## config.mk

```make
export PLATFORM = sky130hd
export DESIGN_NAME = zero_count_accum
export DESIGN_NICKNAME = d
export VERILOG_FILES = /design/src/rtl/zero_count_accum.sv
export SDC_FILE = /design/constraint.sdc
export NUM_CORES = 1
export LEC_CHECK = 0
export CORE_MARGIN = 3
export CORE_UTILIZATION = 50
export CTS_CLUSTER_DIAMETER = 150
export DETAILED_ROUTE_END_ITERATION = 6
export GPL_ROUTABILITY_DRIVEN = 0
export PLACE_DENSITY = 0.76
export SETUP_SLACK_MARGIN = 0.15
export SLEW_MARGIN = 20
export SYNTH_ARGS = -nofsm -noshare
export SYNTH_HDL_FRONTEND = slang
export SYNTH_SLANG_ARGS = --single-unit
```

## constraint.sdc

```tcl
create_clock -name clk -period 2.94 [get_ports clk]
set_input_delay 0.294 -clock clk [delete_from_list [all_inputs] [get_ports clk]]
set_output_delay 0.294 -clock clk [all_outputs]
set_load 0.005 [all_outputs]
```

## src/rtl/zero_count_accum.sv

```systemverilog
// Per-frame accumulator of per-byte zero counts.
// Produces a saturating zero-bit total, a byte count, and sticky overflow/error flags.
module zero_count_accum #(
    parameter int SUM_W = 12
) (
    input  logic             clk,
    input  logic             rst_n,
    input  logic             in_valid,
    output logic             in_ready,
    input  logic [3:0]       in_count,
    input  logic             in_last,
    output logic             out_valid,
    input  logic             out_ready,
    output logic [SUM_W-1:0] out_sum,
    output logic [SUM_W-1:0] out_bytes,
    output logic             out_ovf,
    output logic             out_err
);

    typedef enum logic [1:0] {
        IDLE  = 2'd0,
        ACCUM = 2'd1,
        HOLD  = 2'd2
    } state_t;

    state_t             state;
    logic [SUM_W-1:0]   run_sum;
    logic [SUM_W-1:0]   run_bytes;
    logic               run_ovf;
    logic               run_err;

    logic               xfer;
    logic [3:0]         contrib;
    logic               bad_count;
    logic [SUM_W-1:0]   base_sum;
    logic [SUM_W-1:0]   base_bytes;
    logic               base_ovf;
    logic               base_err;
    logic [SUM_W:0]     sum_ext;
    logic [SUM_W:0]     bytes_ext;
    logic [SUM_W-1:0]   nxt_sum;
    logic [SUM_W-1:0]   nxt_bytes;
    logic               nxt_ovf;
    logic               nxt_err;

    // in_ready depends on the state register alone, so no path from in_valid or out_ready.
    assign in_ready = (state != HOLD);
    assign xfer     = in_valid && in_ready;

    // NOTE: every variable written here gets a default first, so no latch can be inferred.
    always_comb begin
        bad_count  = (in_count > 4'd8);
        contrib    = bad_count ? 4'd8 : in_count;
        base_sum   = run_sum;
        base_bytes = run_bytes;
        base_ovf   = run_ovf;
        base_err   = run_err;
        // A byte accepted from IDLE opens a fresh frame with nothing carried over.
        if (state == IDLE) begin
            base_sum   = '0;
            base_bytes = '0;
            base_ovf   = 1'b0;
            base_err   = 1'b0;
        end
        sum_ext   = {1'b0, base_sum} + {{(SUM_W-3){1'b0}}, contrib};
        bytes_ext = {1'b0, base_bytes} + {{SUM_W{1'b0}}, 1'b1};
        nxt_sum   = sum_ext[SUM_W]   ? {SUM_W{1'b1}} : sum_ext[SUM_W-1:0];
        nxt_bytes = bytes_ext[SUM_W] ? {SUM_W{1'b1}} : bytes_ext[SUM_W-1:0];
        nxt_ovf   = base_ovf | sum_ext[SUM_W] | bytes_ext[SUM_W];
        nxt_err   = base_err | bad_count;
    end

    // NOTE: state is updated with non-blocking assignments so every register samples pre-edge values.
    always_ff @(posedge clk or negedge rst_n) begin
        if (!rst_n) begin
            state     <= IDLE;
            run_sum   <= '0;
            run_bytes <= '0;
            run_ovf   <= 1'b0;
            run_err   <= 1'b0;
            out_valid <= 1'b0;
            out_sum   <= '0;
            out_bytes <= '0;
            out_ovf   <= 1'b0;
            out_err   <= 1'b0;
        end else begin
            case (state)
                IDLE, ACCUM: begin
                    if (xfer) begin
                        run_sum   <= nxt_sum;
                        run_bytes <= nxt_bytes;
                        run_ovf   <= nxt_ovf;
                        run_err   <= nxt_err;
                        if (in_last) begin
                            out_sum   <= nxt_sum;
                            out_bytes <= nxt_bytes;
                            out_ovf   <= nxt_ovf;
                            out_err   <= nxt_err;
                            out_valid <= 1'b1;
                            state     <= HOLD;
                        end else begin
                            state     <= ACCUM;
                        end
                    end
                end
                HOLD: begin
                    // Outputs keep their last values after the handshake; only valid drops.
                    if (out_ready) begin
                        out_valid <= 1'b0;
                        run_sum   <= '0;
                        run_bytes <= '0;
                        run_ovf   <= 1'b0;
                        run_err   <= 1'b0;
                        state     <= IDLE;
                    end
                end
                default: begin
                    state <= IDLE;
                end
            endcase
        end
    end

endmodule

```

Yosys cells after proc, flatten, opt, wreduce, memory -nomap -nowiden
Cells that the tools add are included.
W data, S select, Z words.
{ "classes": {"addsub": 2, "magnitude_cmp": 1, "n_eq_ne": 6, "mux": 24, "bitwise_logic": 3, "reduce_logical": 8} }
{ "op_table": {"columns": ["op", "count"], "rows": [
  ["$mux W12", 7],
  ["$pmux W12 S2", 2],
  ["$add A12 B1 Y13 const B", 1],
  ["$add A12 B4 Y13", 1],
  ["$ne A2 B2 Y1 const B", 4],
  ["$mux W1", 7],
  ["$mux W2", 3],
  ["$pmux W1 S2", 3],
  ["$reduce_and A3 Y1", 2],
  ["$gt A4 B4 Y1 const B", 1],
  ["$mux W4", 1],
  ["$pmux W2 S2", 1],
  ["$reduce_and A4 Y1", 1],
  ["$or A1 B1 Y1", 3],
  ["$eq A2 B1 Y1 const B", 1],
  ["$eq A2 B2 Y1 const B", 1],
  ["$logic_not A2 Y1", 1],
  ["$reduce_and A2 Y1", 1],
  ["$reduce_bool A2 Y1", 1],
  ["$reduce_or A2 Y1", 1],
  ["$logic_and A1 B1 Y1", 1]
]} }
{ "totals": {"reg_bits": 55, "input_bits": 9, "output_inout_bits": 28, "wordCells": 54} }

Logic depth before layout (Yosys ltp)
{ "depth": {"depth_word": 7, "depth_mapped": 13} }

Worst setup path after synthesis
OpenSTA, ideal clock, no wires.
{ "synth_path": {"path_type": "flip-flop to flip-flop", "startpoint": "register state[0]", "endpoint": "register out_sum[8]", "setup_ns": 0.083, "t_arrival_ns": 2.895, "path_slack_ns": -0.038, "path_stages_with_launch": 13, "n_path_buf": 3, "period_less_slack_ns": 2.978, "path_cell_list": "dfrtp_1 -> buf_2 -> or2_2 -> buf_2 -> clkbuf_1 -> and2_1 -> ha_1 -> fa_1 -> a21o_1 -> a21oi_1 -> nor2_1 -> mux2_2 -> o21ai_0"} }
{ "synth_via": {"elab_chain_len": 4, "elab_cells_between_ends": 9, "cone_classes": "add/sub: 1; eq/ne: 2; mux: 2; reduce/logical: 4"} }
{ "synth_lines": {"columns": ["element", "line_no", "text"], "rows": [
  ["start, declared", "26", "state_t state;"],
  ["start signal, assigned", "76", "state <= IDLE;"],
  ["start signal, assigned", "100", "state <= HOLD;"],
  ["start signal, assigned", "102", "state <= ACCUM;"],
  ["$logic_not A2 Y1", "59, 87", null],
  ["$mux W12", "59", "if (state == IDLE) begin"],
  ["$add A12 B4 Y13", "65", "sum_ext = {1'b0, base_sum} + {{(SUM_W-3){1'b0}}, contrib};"],
  ["$mux W12", "67", "nxt_sum = sum_ext[SUM_W] ? {SUM_W{1'b1}} : sum_ext[SUM_W-1:0];"],
  ["end signal, assigned", "95", "out_sum <= nxt_sum;"],
  ["end, declared", "14", "output logic [SUM_W-1:0] out_sum,"]
]} }
Several ways; a longest one is shown, not always the timed one.
A chain may end at the register's enable or synchronous reset.

Worst setup path after layout
{ "layout_path": {"startpoint": "register state[1]", "endpoint": "register run_sum[11]"} }
{ "layout_via": {"elab_chain_len": 6, "elab_cells_between_ends": 15, "cone_classes": "add/sub: 1; eq/ne: 5; mux: 4; reduce/logical: 5"} }
{ "layout_lines": {"columns": ["element", "line_no", "text"], "rows": [
  ["$logic_not A2 Y1", "59, 87", null],
  ["$mux W12", "59", null],
  ["$add A12 B4 Y13", "65", null],
  ["$mux W12", "67", null],
  ["$mux W12", "89", "if (xfer) begin"],
  ["$pmux W12 S2", "87", "case (state)"],
  ["end signal, assigned", "90", "run_sum <= nxt_sum;"],
  ["end, declared", "27", "logic [SUM_W-1:0] run_sum;"]
]} }
Several ways; a longest one is shown, not always the timed one. The select of a mux whose other input is x is not followed.

==> impl_metrics.py <==
metrics = {
    "power": {
        "power.leakage_nw": 1.52,
        "p_sw_share_pct": 28.9,
        "power_density_mw_per_mm2": 563,
        "pwr-share-seq_pct": 45.6,
        "combPwrFrac_pct": 24.8,
        "p_int_w": 0.00143,
        "power.switching_w": 0.000581,
        "clockPowerShare_pct": 29.6,
        "peakVddDrop_mv": 0.278,
    },
    "cells_and_area": {
        "nets": 388,
        "regArea_sq_mm": 0.00138,
        "area_delta_synth_final_pct": 20.1,
        "fin_area_sq_mm": 0.00357,
        "layout_common_cells": "dfrtp_1, nand2_1, o21ai_0, clkdlybuf4s50_1",
        "fin_util_pct": 63.3,
        "antennaDiodeCount": 0,
        "final_common_cell": "dfrtp_1",
        "nFillCells": 488,
        "multi_input_area_sq_mm": 0.00150,
        "layout-drive-gt1-share_pct": 8.82,
    },
    "clock_tree": {
        "cts_buffers": 5,
        "cts_setup_buffers": 0,
        "cts_buffer_depth": 2,
        "root_buffer": "clkbuf_8",
        "clock_latency_ps": 310,
        "clkTransAtPathRegs_ps": 110,
        "clock_sinks": 55,
        "h-tree-depth": 2,
        "cts_tree": "built",
    },
    "route": {
        "wirelength_um": 7390,
        "via_count": 2658,
        "drc": 0,
        "dr.first_iter.drc_count": 192,
        "first_pass_iters": 5,
        "ant_nets": 0,
        "drt-vias-per-instance": 5.96,
        "routedWlPerCell_um": 16.6,
    },
    "floorplanning": {
        "die-area_sq_mm": 0.00690,
        "die_h_um": 83.1,
        "rows": 27,
        "coreArea_sq_mm": 0.00564,
        "io_pins": 37,
        "start_util_pct": 52.7,
        "dieWidth_um": 83.1,
    },
    "synth": {
        "syn_area_sq_mm": 0.00297,
        "yosysSeqAreaShare_pct": 46.3,
        "syn-num-nets": 352,
        "yosysWarnings": 0,
        "syn-instance-count": 337,
        "ys_seq_elements": 55,
        "synthDistinctLibCells": 51,
        "syn-mean-instance-area_sq_um": 8.82,
    },
    "setup_path": {
        "critical_path_class": "reg -> reg",
        "crit_path_start_kind": "register",
        "crit_required_ps": 3100,
        "crit_path_max_fanout": 8,
        "reg2reg_from": "state[1]$_DFFE_PN0P_",
        "cp-end-kind": "register",
        "startpoint": "state[1]$_DFFE_PN0P_",
        "arrival_ps": 2780,
    },
    "placement": {
        "io_buffers": 36,
        "post-dp-hpwl_um": 5290,
        "postPlaceCellArea_sq_mm": 0.00342,
    },
    "timing": {
        "max_slew.worst_pin.slew_ps": 817,
        "skew_ps": 9.12,
        "slew_headroom_pct": 45.5,
        "setup_tns_ps": 0,
        "maxSlewViolCount": 0,
        "grt_setup_unrepaired": "false",
        "setup_viol": 0,
        "finalCritPeriodShare_pct": 88.9,
        "final-hold-violation-count": 0,
        "fmax_mhz": 383,
        "period_minus_slack_ps": 2610,
    },
    "global_routing": {
        "track_usage_pct": 22.8,
        "grt_max_degree": 31,
        "grt_pass1_wl_um": 13000,
        "grt_pass1_vias": 2647,
        "overflow": 0,
        "antenna_found_initial": 0,
    },
    "min_path": {
        "holdCritPathClass": "in -> async",
    },
    "flow_run": {
        "cap_violations": 0,
    },
    "outcome": {
        "status": "completed",
    },
}
[critical path, cell delays in order, from the launching register on]
cell	delay, ps
dfrtp_1	400
or2_2	330
and2_1	170
ha_1	220
fa_1	410
a21o_1	210
a21oi_4	190
nor4_4	80
buf_4	160
a31oi_1	190
o21ai_0	100
[flip-flops by register name (all words and copies together), names as in the netlist]
name,flops
out_ovf,1
out_valid,1
out_bytes,12
run_bytes,12
run_err,1
run_sum,12
out_sum,12
run_ovf,1
state,2
out_err,1
[power by group through the flow]
stage               Clock, W  Combinational [W]  Sequential (W)
floorplan                  0           0.000265        0.000927
global placement           0           0.000489        0.000928
detailed placement         0           0.000500        0.000930
CTS                 0.000603           0.000501        0.000917
global route        0.000646           0.000555        0.000930
finish              0.000595           0.000497        0.000916
[synthesized netlist by cell type, drive strengths merged]
cell / count / share of area (%)
o21ba: 1 / 0.34
or3: 1 / 0.21
nand4: 3 / 0.63
o31a: 1 / 0.29
mux2: 1 / 0.38
inv: 4 / 0.51
o21ai: 53 / 9.2
fa: 1 / 0.67
dfrtp: 55 / 46
and3: 5 / 1.1
nor2b: 6 / 1.3
a31oi: 9 / 1.9
o21bai: 1 / 0.25
o221a: 1 / 0.38
nor2: 29 / 3.7
xor2: 6 / 1.8
o2111ai: 2 / 0.59
nand2: 51 / 6.4
nor3: 3 / 0.51
o21a: 2 / 0.51
o2111a: 1 / 0.38
nor4: 5 / 1.8
clkbuf: 10 / 1.3
nand2b: 1 / 0.21
o211a: 1 / 0.34
a311oi: 1 / 0.29
buf: 9 / 1.8
o2bb2ai: 5 / 1.5
a22o: 4 / 1.2
or2: 2 / 0.51
a21oi: 29 / 4.9
o31ai: 1 / 0.25
mux2i: 1 / 0.34
and4: 1 / 0.29
nand3: 7 / 1.3
a21o: 4 / 1.0
xnor2: 3 / 0.88
o22a: 1 / 0.29
and2: 7 / 1.5
a31o: 1 / 0.29
nand3b: 1 / 0.25
a211oi: 2 / 0.51
ha: 5 / 2.1
[cells by family after synthesis]
| logic type | synth area share (%) |
|---|---|
| buffers and inverters | 3.58 |
| DFF | 46.3 |
| xor gates and xnor gates | 2.65 |
| AOI/OAI and AO/OA | 24.3 |
| and+or+nand+nor | 19.6 |
| muxes | 0.716 |
| adders and majority gates | 2.78 |
[per-stage QoR]
step                      std cells  hold WS [ps]  power (W)  setup WS [ps]
after floorplan                 337         -1.59    0.00119            159
after global placement          437           314    0.00142            348
after detailed placement        437           319    0.00143            261
after CTS                       446           492    0.00202            333
after global routing            446           523    0.00213            167
final                           446           486    0.00201            327
[per-layer routing]
layer	global-route usage [%]	wire, um	part of all wire (%)	vias to the layer above
li1	-	-	-	1271
met1	30.2	3350	45	1301
met2	38.5	3640	49	79
met3	4.17	312	4.2	7
met4	5.94	81	1.1	0
met5	0	0	0	-
[path summary, 6_finish.rpt]
| kind | end | slack (ps) | cells past startpoint |
|---|---|---|---|
| worst max-delay path | run_sum[11]$_DFFE_PN0P_ | 330 | 10 |
| worst min-delay path | run_sum[1]$_DFFE_PN0P_ | 490 | 2 |
| worst max register to register | run_sum[11]$_DFFE_PN0P_ | 330 | 10 |
| worst min register to register | out_bytes[1]$_DFFE_PN0P_ | 490 | 2 |
| max in group asynchronous | run_sum[7]$_DFFE_PN0P_ | 1630 | 3 |
| min in group clk | out_bytes[1]$_DFFE_PN0P_ | 490 | 2 |
[area by class of cell]
cell class | instances | area share, %
Clock inverter | 3 | 1.89
Clock buffer | 5 | 1.93
Timing Repair Buffer | 48 | 12.6
Sequential cell | 55 | 38.6
Inverter | 4 | 0.421
Multi-Input combinational cell | 259 | 42.1
Tap cell | 72 | 2.52
[repair_timing]
action / 4_1_cts / 5_1_grt
endpoints found under the hold margin: 25 / 0
hold buffers: 1 / 0
gates resized for setup: 0 / 1
setup endpoints to repair: 0 / 2
No activity file was read; power rests on OpenSTA's default activity.
